==> src/rtl/bcd_display_scan_pkg.sv <==
// rtl/bcd_display_scan_pkg.sv - shared types and segment constants for the display scanner
// Package disp_pkg: segment patterns (active-low, gfedcba), digit-index type, page enum,
// and the packed shadow of the nine BCD inputs.
package disp_pkg;

    typedef logic [2:0] digit_idx_t;

    typedef enum logic {
        PAGE_TIME = 1'b0,
        PAGE_DATE = 1'b1
    } page_e;

    localparam logic [6:0] SEG_BLANK = 7'b1111111;
    localparam logic [6:0] SEG_DASH  = 7'b0111111;

    localparam logic [6:0] SEG_DIGIT [0:9] = '{
        7'b1000000, 7'b1111001, 7'b0100100, 7'b0110000, 7'b0011001,
        7'b0010010, 7'b0000010, 7'b1111000, 7'b0000000, 7'b0010000
    };

    typedef struct packed {
        logic [3:0] sec0;
        logic [3:0] sec1;
        logic [3:0] min0;
        logic [3:0] min1;
        logic [3:0] hour0;
        logic [3:0] hour1;
        logic [3:0] day0;
        logic [3:0] day1;
        logic [3:0] month;
    } bcd_shadow_t;

endpackage

==> src/rtl/bcd_display_scan_if.sv <==
// rtl/bcd_display_scan_if.sv - signal bundle between the calendar/control side and the scanner
// master: drives Enable, page_next and the BCD digits; observes seg, dp, an, page.
// slave:  the scanner side (bcd_display_scan).
interface bcd_display_scan_if;
    logic       Enable;
    logic       page_next;
    logic [3:0] secbcd0;
    logic [3:0] secbcd1;
    logic [3:0] minbcd0;
    logic [3:0] minbcd1;
    logic [3:0] hourbcd0;
    logic [3:0] hourbcd1;
    logic [3:0] daybcd0;
    logic [3:0] daybcd1;
    logic [3:0] monthbcd;
    logic [6:0] seg;
    logic       dp;
    logic [5:0] an;
    logic       page;

    modport master (
        output Enable, page_next, secbcd0, secbcd1, minbcd0, minbcd1,
               hourbcd0, hourbcd1, daybcd0, daybcd1, monthbcd,
        input  seg, dp, an, page
    );

    modport slave (
        input  Enable, page_next, secbcd0, secbcd1, minbcd0, minbcd1,
               hourbcd0, hourbcd1, daybcd0, daybcd1, monthbcd,
        output seg, dp, an, page
    );
endinterface

==> src/rtl/bcd_display_scan_bcd_to_seg.sv <==
// rtl/bcd_display_scan_bcd_to_seg.sv - combinational 4-bit value to 7-segment decoder
// Ports: val_i (4-bit digit), blank_i (force all segments off), seg_o (gfedcba, active-low).
// Values 10..15 render as a dash.
module bcd_to_seg (
    input  logic [3:0] val_i,
    input  logic       blank_i,
    output logic [6:0] seg_o
);
    import disp_pkg::*;

    always_comb begin
        seg_o = SEG_DASH;
        if (blank_i) begin
            seg_o = SEG_BLANK;
        end else if (val_i <= 4'd9) begin
            seg_o = SEG_DIGIT[val_i];
        end
    end
endmodule

==> src/rtl/bcd_display_scan.sv <==
// rtl/bcd_display_scan.sv - 6-digit multiplexed 7-segment scanner with time/date pages
// Ports: clock, reset (async active-low), bus (bcd_display_scan_if.slave: Enable, page_next,
// nine BCD digits in; registered active-low seg/dp/an and the current page out).
// Optional macro DISP_BLINK_EN: separator dps follow shadow secbcd0[0] (blink) instead of steady.
module bcd_display_scan #(
    parameter int SCAN_DIV   = 50000,
    parameter int NUM_DIGITS = 6
) (
    input  logic                 clock,
    input  logic                 reset,
    bcd_display_scan_if.slave    bus
);
    import disp_pkg::*;

    localparam logic [15:0] PRESC_LAST = 16'(SCAN_DIV - 1);
    localparam digit_idx_t  LAST_IDX   = digit_idx_t'(NUM_DIGITS - 1);

    logic [15:0] presc_q, presc_d;
    digit_idx_t  idx_q, idx_d;
    bcd_shadow_t shadow_q, shadow_d;
    logic        pending_q, pending_d;
    logic        started_q, started_d;
    page_e       page_q, page_d;
    logic [6:0]  seg_q, seg_d;
    logic        dp_q, dp_d;
    logic [5:0]  an_q, an_d;

    logic        tick, boundary, lit;
    logic [3:0]  digit_val;
    logic        digit_blank, dp_sel, sep_dp;
    logic [6:0]  dec_seg;

    assign tick = bus.Enable && (presc_q == PRESC_LAST);
    // The first tick after reset opens the first frame: it loads the shadow without
    // advancing the index, so index 0 is the first digit lit and shows live inputs.
    assign boundary = tick && (!started_q || idx_q == LAST_IDX);
    assign lit = bus.Enable && started_q;

`ifdef DISP_BLINK_EN
    assign sep_dp = shadow_q.sec0[0];
`else
    assign sep_dp = 1'b0;
`endif

    always_comb begin
        digit_val   = 4'd0;
        digit_blank = 1'b1;
        dp_sel      = 1'b1;
        if (page_q == PAGE_TIME) begin
            digit_blank = 1'b0;
            case (idx_q)
                3'd0: digit_val = shadow_q.sec0;
                3'd1: digit_val = shadow_q.sec1;
                3'd2: digit_val = shadow_q.min0;
                3'd3: digit_val = shadow_q.min1;
                3'd4: digit_val = shadow_q.hour0;
                3'd5: begin
                    digit_val   = shadow_q.hour1;
                    digit_blank = (shadow_q.hour1 == 4'd0);
                end
                default: digit_blank = 1'b1;
            endcase
            if (idx_q == 3'd2 || idx_q == 3'd4) begin
                dp_sel = sep_dp;
            end
        end else begin
            case (idx_q)
                3'd0: begin digit_val = shadow_q.month; digit_blank = 1'b0; end
                3'd4: begin digit_val = shadow_q.day0;  digit_blank = 1'b0; end
                3'd5: begin digit_val = shadow_q.day1;  digit_blank = 1'b0; end
                default: digit_blank = 1'b1;
            endcase
        end
    end

    bcd_to_seg u_dec (
        .val_i   (digit_val),
        .blank_i (digit_blank),
        .seg_o   (dec_seg)
    );

    always_comb begin
        presc_d   = presc_q;
        idx_d     = idx_q;
        shadow_d  = shadow_q;
        started_d = started_q;
        page_d    = page_q;
        pending_d = pending_q | bus.page_next;

        if (bus.Enable) begin
            presc_d = tick ? 16'd0 : presc_q + 16'd1;
            if (tick && started_q) begin
                idx_d = (idx_q == LAST_IDX) ? digit_idx_t'(0) : idx_q + digit_idx_t'(1);
            end
            if (boundary) begin
                shadow_d  = '{sec0: bus.secbcd0, sec1: bus.secbcd1,
                              min0: bus.minbcd0, min1: bus.minbcd1,
                              hour0: bus.hourbcd0, hour1: bus.hourbcd1,
                              day0: bus.daybcd0, day1: bus.daybcd1,
                              month: bus.monthbcd};
                started_d = 1'b1;
                // A request arriving on the boundary cycle itself still counts.
                if (pending_q || bus.page_next) begin
                    page_d = (page_q == PAGE_TIME) ? PAGE_DATE : PAGE_TIME;
                end
                pending_d = 1'b0;
            end
        end

        an_d  = lit ? ~(6'b000001 << idx_q) : 6'b111111;
        seg_d = lit ? dec_seg : SEG_BLANK;
        dp_d  = lit ? dp_sel : 1'b1;
    end

    always_ff @(posedge clock or negedge reset) begin
        if (!reset) begin
            presc_q   <= 16'd0;
            idx_q     <= digit_idx_t'(0);
            shadow_q  <= '0;
            started_q <= 1'b0;
            pending_q <= 1'b0;
            page_q    <= PAGE_TIME;
            seg_q     <= SEG_BLANK;
            dp_q      <= 1'b1;
            an_q      <= 6'b111111;
        end else begin
            presc_q   <= presc_d;
            idx_q     <= idx_d;
            shadow_q  <= shadow_d;
            started_q <= started_d;
            pending_q <= pending_d;
            page_q    <= page_d;
            seg_q     <= seg_d;
            dp_q      <= dp_d;
            an_q      <= an_d;
        end
    end

    assign bus.seg  = seg_q;
    assign bus.dp   = dp_q;
    assign bus.an   = an_q;
    assign bus.page = page_q;

endmodule

==> src/flat_wrapper.sv <==
// flat-port wrapper written by rule: the top's interface ports become plain ports
module bcd_display_scan_flat import disp_pkg::*;
#(
    parameter int SCAN_DIV   = 50000,
    parameter int NUM_DIGITS = 6
)
  (clock, reset, bus_Enable, bus_page_next, bus_secbcd0, bus_secbcd1, bus_minbcd0, bus_minbcd1, bus_hourbcd0, bus_hourbcd1, bus_daybcd0, bus_daybcd1, bus_monthbcd, bus_seg, bus_dp, bus_an, bus_page);
  bcd_display_scan_if bus_i ();
  input  logic clock;
  input  logic reset;
  input wire logic [$bits(bus_i.Enable)-1:0] bus_Enable;
  input wire logic [$bits(bus_i.page_next)-1:0] bus_page_next;
  input wire logic [$bits(bus_i.secbcd0)-1:0] bus_secbcd0;
  input wire logic [$bits(bus_i.secbcd1)-1:0] bus_secbcd1;
  input wire logic [$bits(bus_i.minbcd0)-1:0] bus_minbcd0;
  input wire logic [$bits(bus_i.minbcd1)-1:0] bus_minbcd1;
  input wire logic [$bits(bus_i.hourbcd0)-1:0] bus_hourbcd0;
  input wire logic [$bits(bus_i.hourbcd1)-1:0] bus_hourbcd1;
  input wire logic [$bits(bus_i.daybcd0)-1:0] bus_daybcd0;
  input wire logic [$bits(bus_i.daybcd1)-1:0] bus_daybcd1;
  input wire logic [$bits(bus_i.monthbcd)-1:0] bus_monthbcd;
  output wire logic [$bits(bus_i.seg)-1:0] bus_seg;
  output wire logic [$bits(bus_i.dp)-1:0] bus_dp;
  output wire logic [$bits(bus_i.an)-1:0] bus_an;
  output wire logic [$bits(bus_i.page)-1:0] bus_page;
  assign bus_i.Enable = bus_Enable;
  assign bus_i.page_next = bus_page_next;
  assign bus_i.secbcd0 = bus_secbcd0;
  assign bus_i.secbcd1 = bus_secbcd1;
  assign bus_i.minbcd0 = bus_minbcd0;
  assign bus_i.minbcd1 = bus_minbcd1;
  assign bus_i.hourbcd0 = bus_hourbcd0;
  assign bus_i.hourbcd1 = bus_hourbcd1;
  assign bus_i.daybcd0 = bus_daybcd0;
  assign bus_i.daybcd1 = bus_daybcd1;
  assign bus_i.monthbcd = bus_monthbcd;
  assign bus_seg = bus_i.seg;
  assign bus_dp = bus_i.dp;
  assign bus_an = bus_i.an;
  assign bus_page = bus_i.page;
  bcd_display_scan #(.SCAN_DIV(SCAN_DIV), .NUM_DIGITS(NUM_DIGITS)) u_core (.clock(clock), .reset(reset), .bus(bus_i));
endmodule
==> config.mk <==
export PLATFORM = sky130hd
export DESIGN_NAME = bcd_display_scan_flat
export DESIGN_NICKNAME = d
export VERILOG_FILES = /design/src/rtl/bcd_display_scan_pkg.sv /design/src/rtl/bcd_display_scan_if.sv /design/src/rtl/bcd_display_scan_bcd_to_seg.sv /design/src/rtl/bcd_display_scan.sv /design/src/flat_wrapper.sv
export SDC_FILE = /design/constraint.sdc
export NUM_CORES = 1
export LEC_CHECK = 0
export BUFFER_PORTS_ARGS = -buffer_cell sky130_fd_sc_hd__buf_2
export CAP_MARGIN = 20
export CORE_MARGIN = 3
export CORE_UTILIZATION = 50
export CTS_CLUSTER_DIAMETER = 120
export CTS_CLUSTER_SIZE = 16
export DETAILED_ROUTE_END_ITERATION = 12
export PLACE_DENSITY = 0.75
export SLEW_MARGIN = 20
export SYNTH_ARGS = -nofsm -noshare
export SYNTH_HDL_FRONTEND = slang
export SYNTH_HIERARCHICAL = 1
export SYNTH_SLANG_ARGS = --single-unit
==> constraint.sdc <==
create_clock -name clock -period 2.9 [get_ports clock]
set_clock_uncertainty 0.05 [all_clocks]
set_input_delay 0.29 -clock clock [delete_from_list [all_inputs] [get_ports clock]]
set_output_delay 0.29 -clock clock [all_outputs]
set_load 0.01 [all_outputs]
==> impl_metrics.json, run 1 <==
{
  "status": "finished clean",
  "die_area_um2": 7870,
  "crit_required_ns": 3.11,
  "syn2layout_area_growth_pct": 17.6,
  "die_y_um": 88.7,
  "globalplace.congestion": 0.879,
  "end_kind": "flip-flop",
  "crit_type": "reg2reg",
  "synth_edf_count": 0,
  "setup-tns-final_ns": 0,
  "ys_seq_area_share_pct": 53.2,
  "core.rowCount": 29,
  "cp_top_family": "simple AND/OR/NAND/NOR gates",
  "final.period_utilization_pct": 90.6,
  "arrival_ns": 2.84,
  "rsz0062_at_grt": "false",
  "hpwl_um": 4890,
  "max_slew.worst_pin.slew_ns": 0.605,
  "cts_tree": "yes",
  "syn_nets": 340,
  "syn_area_um2": 3420,
  "slew_headroom_pct": 59.6,
  "clockBufferDepth": 2,
  "path_cells": "and2_1, ha_1, nor3b_1, nor2_1, a22o_1, inv_1, ha_1, o21bai_4, a21oi_4, o21ai_0, nand2b_1",
  "synth_common_cells": "58 x dfrtp_1, 39 x mux2_2, 20 x nor2_1",
  "cp_num_buf_inv": 1,
  "yosysTopAreaCellShare_pct": 42.4,
  "slew_violations": 0,
  "dr.pass1.iters": 4,
  "num_io_pins": 55,
  "worst_hold_path_type": "in2reg",
  "start_util_pct": 52.7,
  "grt_pass1_wl_um": 11300,
  "drc": 0,
  "cp-start-kind": "flip-flop",
  "ir_drop_v": 0.000320,
  "grt_use_met2_pct": 28.2,
  "htreeDepth": 3,
  "ys_top_cells_by_area": "dfrtp_1 42%, mux2_2 13%, dfstp_2 11%",
  "multi_input_area_um2": 1520,
  "die_w_um": 88.7,
  "async_flop_share_pct": 100,
  "postSynthAreaPerCell_um2": 11.7,
  "fmax_mhz": 381,
  "wl_per_cell_um": 15.3,
  "synth.most_common_cell": "dfrtp_1",
  "p_per_area_nw_per_um2": 515,
  "critPathSlowestCell": "dfrtp_2",
  "clk_pin_slew_ns": 0.08,
  "synth_ff_type": "dfrtp_1",
  "postRouteAntennaNets": 0,
  "clk-insertion-delay-late_ns": 0.34,
  "finalSetupViolCount": 0,
  "cts_made_buffers": 9,
  "met3_usage_pct": 5.68,
  "synth_largest_area_cell": "dfrtp_1",
  "vias": 2400,
  "grt_usage_pct": 18.9,
  "antenna_found_initial": 0,
  "slowest_delay_ns": 0.49,
  "ys_seq_elements": 72,
  "drv_cap": 0,
  "overflow": 0,
  "drt_iter0_drc": 143,
  "worst_path_most_repeated_cell": "ha_1",
  "min_period_ns": 2.63,
  "p_leak_uw": 0.00185,
  "fill_cells": 542,
  "final_nets": 402,
  "register_area_um2": 1820,
  "hold_violations": 0,
  "post_cts_buffers": 0,
  "grt_max_degree": 48,
  "vias_per_cell": 5.49,
  "drive_above_1_share_pct": 38.6,
  "clock_tree.root_cell": "clkbuf_8",
  "syn_inst": 293,
  "core_region_area_um2": 6490,
  "n_antenna_cell": 0,
  "clock-sinks": 72,
  "yosys_warnings": 6,
  "grt_pass1_vias": 2387,
  "use_met1_pct": 26.1,
  "grt_busiest_layer": "met2",
  "synth_cell_types": 47,
  "whs_ns": 0.125,
  "drt-total-wl_um": 6710,
  "critPathMaxFanout": 13,
  "port_buffers": 54
}
## layer usage
layer / vias to the layer above / wire length (µm)
li1: 1165 / -
met1: 1156 / 3090
met2: 73 / 3160
met3: 6 / 393
met4: 0 / 65
met5: - / 0
## sequential cells by signal, indices dropped and copies added, names as in the netlist
| name | flops |
|---|---|
| u_core/bus.page | 1 |
| u_core/bus.an | 6 |
| u_core/shadow_q | 36 |
| u_core/bus.seg | 7 |
| u_core/bus.dp | 1 |
| u_core/presc_q | 16 |
| u_core/pending_q | 1 |
| u_core/started_q | 1 |
| u_core/idx_q | 3 |
## worst register-to-register path: stages, from the launching register on
cell and delay [ns]:
dfrtp_2 0.49, and2_1 0.19, ha_1 0.26, nor3b_1 0.26
nor2_1 0.12, a22o_1 0.27, inv_1 0.13, ha_1 0.25
o21bai_4 0.08, a21oi_4 0.20, o21ai_0 0.10, nand2b_1 0.15
## worst paths after layout
kind                                                 from                               to  slack, ns  cells after the start
setup / recovery              u_core/idx_q[0]$_DFFE_PN0P_      u_core/bus.seg[0]$_DFF_PN1_       0.27                     11
hold / removal                             bus_secbcd1[3]  u_core/shadow_q[31]$_DFFE_PN0P_       0.12                      2
setup reg to reg              u_core/idx_q[0]$_DFFE_PN0P_      u_core/bus.seg[0]$_DFF_PN1_       0.27                     11
hold reg to reg            u_core/shadow_q[8]$_DFFE_PN0P_   u_core/shadow_q[8]$_DFFE_PN0P_       0.46                      1
max in group asynchronous                           reset      u_core/idx_q[0]$_DFFE_PN0P_       1.84                      3
min in group asynchronous                           reset  u_core/shadow_q[35]$_DFFE_PN0P_       0.44                      3
## power by group
group,switching (µW),internal (µW)
clock network,371,503
registers,45.2,1040
logic,60.0,53.3
## layout by cell type, fill, tap and decap left out, types with 10 or more instances in the layout
cell / instances
buf_2: 54
xnor2_1: 10
clkbuf_8: 10
nand2b_1: 10
dfrtp_1: 57
nand2_1: 18
dfstp_2: 14
nand3_1: 12
o21ai_0: 12
mux2_2: 39
nor2_1: 20
## repair_timing
action,CTS,global route
hold buffers,1,0
endpoints found under the hold margin,11,0
setup endpoints to repair,0,5
resized for setup,0,1
## area by class of cell
| cell class | instances | area share, % |
|---|---|---|
| inverter | 7 | 0.653 |
| clock inverter | 6 | 2.05 |
| timing repair buffer | 63 | 8.46 |
| tap | 77 | 2.39 |
| clock buffer | 10 | 3.42 |
| multi-input combinational | 202 | 37.8 |
| sequential | 72 | 45.2 |
## kinds of logic after synthesis
kind of cell	synth area share (%)
AO/OA/AOI/OAI	8.08
buffers and inverters	2.41
XOR/XNOR	3.84
flip-flops	53.2
multiplexers	15.2
adder cells (fa/ha/maj)	2.56
AND/OR/NAND/NOR	14.7
## through the flow
| step | setup slack (ns) | std cells | total power, µW | instance area, µm² | util [%] |
|---|---|---|---|---|---|
| floorplan | 0.212 | 293 | 1150 | 3420 | - |
| global placement | 0.360 | 420 | 1210 | 3790 | 58.4 |
| detailed placement | 0.239 | 420 | 1220 | 3790 | 58.4 |
| CTS | 0.228 | 437 | 2100 | 4020 | 61.9 |
| global route | 0.00126 | 437 | 2170 | 4020 | 62.0 |
| finish | 0.273 | 437 | 2070 | 4020 | 62.0 |
(Power assumes the default switching activity.)
==> run 2: changes to the inputs <==
--- a/config.mk
+++ b/config.mk
@@ -7,7 +7,6 @@
 export LEC_CHECK = 0
 export BUFFER_PORTS_ARGS = -buffer_cell sky130_fd_sc_hd__buf_2
 export CAP_MARGIN = 20
-export CORE_MARGIN = 3
 export CORE_UTILIZATION = 50
 export CTS_CLUSTER_DIAMETER = 120
 export CTS_CLUSTER_SIZE = 16
==> constraint.sdc (replaced) <==
create_clock -name clock -period 2.4 [get_ports clock]
set_clock_uncertainty 0.05 [all_clocks]
set_input_delay 0.24 -clock clock [delete_from_list [all_inputs] [get_ports clock]]
set_output_delay 0.24 -clock clock [all_outputs]
set_load 0.01 [all_outputs]
==> run 2 against run 1 <==
Register-to-register slack worse by 0.26 ns. Fmax is 10% higher. Routed wire length is 8.6% higher. Die area is 8.8% lower. Hold slack worse by 0.062 ns. Flip-flop and latch count stayed put. Cell count is 5.3% higher. Critical endpoint is now u_core/bus.seg[4]$_DFF_PN1_. Largest cell class unchanged. Largest power group unchanged.
==> impl_metrics.json, run 2 (same netlist as run 1, synthesis figures left out) <==
{
  "status": "finished clean",
  "final_common_cell": "dfrtp_1",
  "grt_pass1_vias": 2441,
  "clk_pin_slew_ns": 0.08,
  "stdcell_count": 460,
  "worst_hold_path_type": "in2reg",
  "cp-start-kind": "flip-flop",
  "grt_pass1_wl_um": 11800,
  "vias_per_cell": 5.54,
  "largest_register_ffs": 36,
  "die_area_um2": 7180,
  "register_area_um2": 1820,
  "hold_violations": 0,
  "core_region_area_um2": 6490,
  "globalplace.congestion": 0.862,
  "arrival_ns": 2.60,
  "die_w_um": 84.7,
  "grt_usage_pct": 21.3,
  "p_leak_uw": 0.00201,
  "fill_cells": 480,
  "end_kind": "flip-flop",
  "die_y_um": 84.7,
  "overflow": 0,
  "min_period_ns": 2.38,
  "drc": 0,
  "grt_max_degree": 73,
  "finalSetupViolCount": 0,
  "start_util_pct": 52.7,
  "ir_drop_v": 0.000431,
  "hpwl_um": 4800,
  "vias": 2548,
  "dr.pass1.iters": 6,
  "max_slew.worst_pin.slew_ns": 0.524,
  "clock_tree.root_cell": "clkbuf_8",
  "drt_iter0_drc": 183,
  "wl_per_cell_um": 15.8,
  "port_buffers": 54,
  "p_per_area_nw_per_um2": 558,
  "rsz0062_at_grt": "true",
  "drt-total-wl_um": 7280,
  "dp.cells": 432,
  "multi_input_area_um2": 1630,
  "crit_required_ns": 2.62,
  "final_cell_mix": "55 x dfrtp_1, 54 x buf_2, 39 x mux2_2",
  "core.rowCount": 29,
  "drive_above_1_share_pct": 47.3,
  "cts_made_buffers": 9,
  "postRouteAntennaNets": 0,
  "cts_tree": "yes",
  "final_nets": 425,
  "slew_violations": 0,
  "fmax_mhz": 420,
  "largest-register": "u_core/shadow_q",
  "critPathMaxFanout": 6,
  "clk-insertion-delay-late_ns": 0.35,
  "slew_headroom_pct": 65.0,
  "antenna_found_initial": 0,
  "fin_util_pct": 66.7,
  "final.period_utilization_pct": 99.2,
  "syn2layout_area_growth_pct": 26.7,
  "drv_cap": 0,
  "htreeDepth": 3,
  "num_io_pins": 55,
  "crit_type": "reg2reg",
  "n_antenna_cell": 0,
  "clockBufferDepth": 2,
  "clock-sinks": 72
}
## run 2: final cells by class
cell class | count | share of cell area [%]
clock buffers | 9 | 2.86
clock inverters | 7 | 1.65
inverters | 7 | 0.664
multi-input cells | 202 | 37.5
flip-flops and latches | 72 | 42.1
well taps | 77 | 2.22
repair buffers | 86 | 13.0
## run 2: power by group
part	switching [µW]	internal, µW	total [µW]
logic	89.4	84.0	173
clock network	467	479	946
registers	43.4	1260	1300
total	600	1820	2420
## run 2: path summary, 6_finish.rpt
path,from,end,slack [ns],cells past startpoint
setup / recovery,u_core/idx_q[0]$_DFFE_PN0P_,u_core/bus.seg[4]$_DFF_PN1_,0.02,11
hold / removal,bus_secbcd1[3],u_core/shadow_q[31]$_DFFE_PN0P_,0.06,2
setup reg to reg,u_core/idx_q[0]$_DFFE_PN0P_,u_core/bus.seg[4]$_DFF_PN1_,0.02,11
hold reg to reg,u_core/shadow_q[10]$_DFFE_PN0P_,u_core/shadow_q[10]$_DFFE_PN0P_,0.46,1
max in group asynchronous,reset,u_core/bus.an[0]$_DFF_PN1_,1.56,3
min in group asynchronous,reset,u_core/shadow_q[2]$_DFFE_PN0P_,0.40,3
## run 2: layer usage
metal  track usage, %  routed length [µm]
met3             7.47                 398
met1             29.1                3290
met2             30.7                3440
met5                0                   0
met4             9.71                 153
## run 2: worst max-delay path: stages, from the launching register on
cell	delay, ns
dfrtp_2	0.45
and2_4	0.18
ha_4	0.18
a32oi_2	0.21
o21ai_2	0.09
a22o_1	0.28
inv_2	0.13
ha_4	0.16
o21bai_4	0.08
a21oi_4	0.21
o211ai_1	0.12
nand2b_1	0.15
## run 2: through the flow
| step | hold WS [ns] | cell area (µm²) | setup WS (ns) | total power [µW] | setup TNS, ns |
|---|---|---|---|---|---|
| final | 0.0624 | 4330 | 0.0184 | 2420 | 0 |
| after global routing | 0.0467 | 4330 | -0.0971 | 2540 | -0.290 |
| after CTS | 0.0411 | 4160 | 0.00347 | 2450 | 0 |
| after detailed placement | 0.244 | 3960 | -0.0203 | 1490 | -0.0253 |
| after global placement | 0.245 | 3960 | 0.0846 | 1480 | 0 |
| after floorplan | -0.106 | 3490 | -0.0125 | 1390 | -0.0219 |
## run 2: timing repair
action / CTS / global route
setup buffers: 0 / 10
endpoints found under the setup margin: 3 / 7
resized for setup: 1 / 22
hold buffers: 1 / 0
hold endpoints to repair: 58 / 0
gates cloned: 0 / 1
pin swaps: 1 / 9
==> run 3: changes to the inputs <==
--- a/config.mk
+++ b/config.mk
@@ -7,11 +7,12 @@
 export LEC_CHECK = 0
 export BUFFER_PORTS_ARGS = -buffer_cell sky130_fd_sc_hd__buf_2
 export CAP_MARGIN = 20
-export CORE_UTILIZATION = 50
+export CORE_UTILIZATION = 51
 export CTS_CLUSTER_DIAMETER = 120
 export CTS_CLUSTER_SIZE = 16
 export DETAILED_ROUTE_END_ITERATION = 12
-export PLACE_DENSITY = 0.75
+export PLACE_DENSITY = 0.76
+export SETUP_SLACK_MARGIN = 0.15
 export SLEW_MARGIN = 20
 export SYNTH_ARGS = -nofsm -noshare
 export SYNTH_HDL_FRONTEND = slang
==> run 3 against run 2 <==
The flow now finishes with violations (DRC). Design area decreased by 0.95%. Hold slack improved by 0.0015 ns. First-iteration DRC count decreased by 30%. Via count decreased by 1.5%. Sequential power about the same. Total power decreased by 0.83%. Combinational power about the same. Die area decreased by 1.9%.
==> impl_metrics.json, run 3 (same netlist as run 1, synthesis figures left out) <==
{
  "status": "complete, but fails checks",
  "violations": "DRC",
  "drive_above_1_share_pct": 47.8,
  "overflow": 0,
  "max_slew.worst_pin.slew_ns": 0.563,
  "port_buffers": 54,
  "min_period_ns": 2.31,
  "cts_tree": "yes",
  "die_area_um2": 7040,
  "end_kind": "flip-flop",
  "final.period_utilization_pct": 96.1,
  "fill_cells": 485,
  "multi_input_area_um2": 1620,
  "ff2ff_path_depth": 9,
  "reg2reg_setup_slack_ns": 0.09,
  "hpwl_um": 5060,
  "critPathMaxFanout": 6,
  "fin_total_pwr_uw": 2400,
  "grt_max_degree": 50,
  "arrival_ns": 2.53,
  "drt-total-wl_um": 7170,
  "final_cell_mix": "56 x dfrtp_1, 54 x buf_2, 39 x mux2_2",
  "slew_headroom_pct": 62.4,
  "num_io_pins": 55,
  "start_util_pct": 53.3,
  "whs_ns": 0.0639,
  "vias": 2510,
  "syn2layout_area_growth_pct": 25.4,
  "rsz0062_at_grt": "true",
  "worstHoldStart": "bus_hourbcd1[3]",
  "grt_pass1_wl_um": 12200,
  "p_leak_uw": 0.00199,
  "reg2reg_to": "u_core/bus.seg[4]$_DFF_PN1_",
  "slew_violations": 0,
  "startpoint": "u_core/idx_q[1]$_DFFE_PN0P_",
  "crit_type": "reg2reg",
  "finalSetupViolCount": 0,
  "dp_slack_ns": -0.00480,
  "clk-insertion-delay-late_ns": 0.35,
  "htreeDepth": 3,
  "worst_hold_path_type": "in2reg",
  "core.rowCount": 29,
  "final_nets": 423,
  "antenna_found_initial": 0,
  "hold_violations": 0,
  "clockBufferDepth": 2,
  "hold-path-cell-count": 2,
  "clk_pin_slew_ns": 0.07,
  "crit_required_ns": 2.62,
  "vias_per_cell": 5.48,
  "die_y_um": 83.9,
  "grt_pass1_vias": 2548,
  "core_region_area_um2": 6420,
  "cts_made_buffers": 9,
  "clock_tree.root_cell": "clkbuf_8",
  "hold_end": "u_core/shadow_q[15]$_DFFE_PN0P_",
  "dr.pass1.iters": 8,
  "drt_iter0_drc": 128,
  "postRouteAntennaNets": 0,
  "largest-register": "u_core/shadow_q",
  "cp-start-kind": "flip-flop",
  "r2r-start": "u_core/idx_q[1]$_DFFE_PN0P_",
  "stdcell_area_um2": 4290,
  "grt_usage_pct": 22.7,
  "fmax_mhz": 433,
  "largest_register_ffs": 36,
  "ir_drop_v": 0.000390,
  "final_common_cell": "dfrtp_1",
  "clock-sinks": 72,
  "setup_slack_ns": 0.0930,
  "wl_per_cell_um": 15.6,
  "setup-tns-final_ns": 0,
  "drv_cap": 0,
  "register_area_um2": 1820,
  "drc": 4,
  "globalplace.congestion": 0.801,
  "p_per_area_nw_per_um2": 559,
  "n_antenna_cell": 0,
  "die_w_um": 83.9,
  "place_area_um2": 3950
}
==> run 3: how the worst max path moves through the flow <==
stage          depth (start not counted)                           to
3_3_place_gp                          11  u_core/bus.seg[3]$_DFF_PN1_
2_1_floorplan                         12  u_core/bus.seg[4]$_DFF_PN1_
5_1_grt                               10  u_core/bus.seg[4]$_DFF_PN1_
3_5_place_dp                          11  u_core/bus.seg[0]$_DFF_PN1_
4_1_cts                                9  u_core/bus.seg[4]$_DFF_PN1_
6_report                               9  u_core/bus.seg[4]$_DFF_PN1_
==> run 3: stage by stage <==
step / cells / utilization, %
CTS: 458 / 66.2
global placement: 429 / 61.5
detailed placement: 429 / 61.5
floorplan: 293 / -
global route: 458 / 66.8
finish: 458 / 66.8
==> run 3: repair_timing <==
item / CTS / global route
hold buffers: 1 / 0
buffers inserted: 12 / 0
setup endpoints to repair: 8 / 15
gates resized for setup: 8 / 14
endpoints found under the hold margin: 23 / 0
pin swaps: 8 / 7
==> run 3: critical path, cell delays in order, from the launching register on <==
cell and delay, ns:
dfrtp_2 0.45, and2_4 0.18, ha_4 0.18, a222oi_1 0.34, o21ai_1 0.14, a22o_1 0.26
o21bai_4 0.20, a21oi_4 0.18, o211ai_1 0.10, nand2b_1 0.14
==> run 3: area by class of cell <==
class	instances	share of cell area (%)
clock buffer	9	2.89
inverter	7	0.670
timing repair buffer	84	12.5
multi-input combinational	202	37.8
tap	77	2.24
sequential	72	42.4
clock inverter	7	1.46
==> run 3: report_power, final <==
group,leakage [µW],internal [µW],switching (µW)
clock,0.0000985,470,450
sequential,0.000934,1260,50.8
combinational,0.000960,83.2,89.0
total,0.00199,1810,590
==> run 3: routing by layer <==
layer  vias up  part of all wire [%]  track usage [%]
met5         -                     0                0
met4         0                   2.8             12.9
met3        17                   3.9             4.75
met2        63                    47             34.4
met1      1219                    46             30.3
li1       1211                     -                -
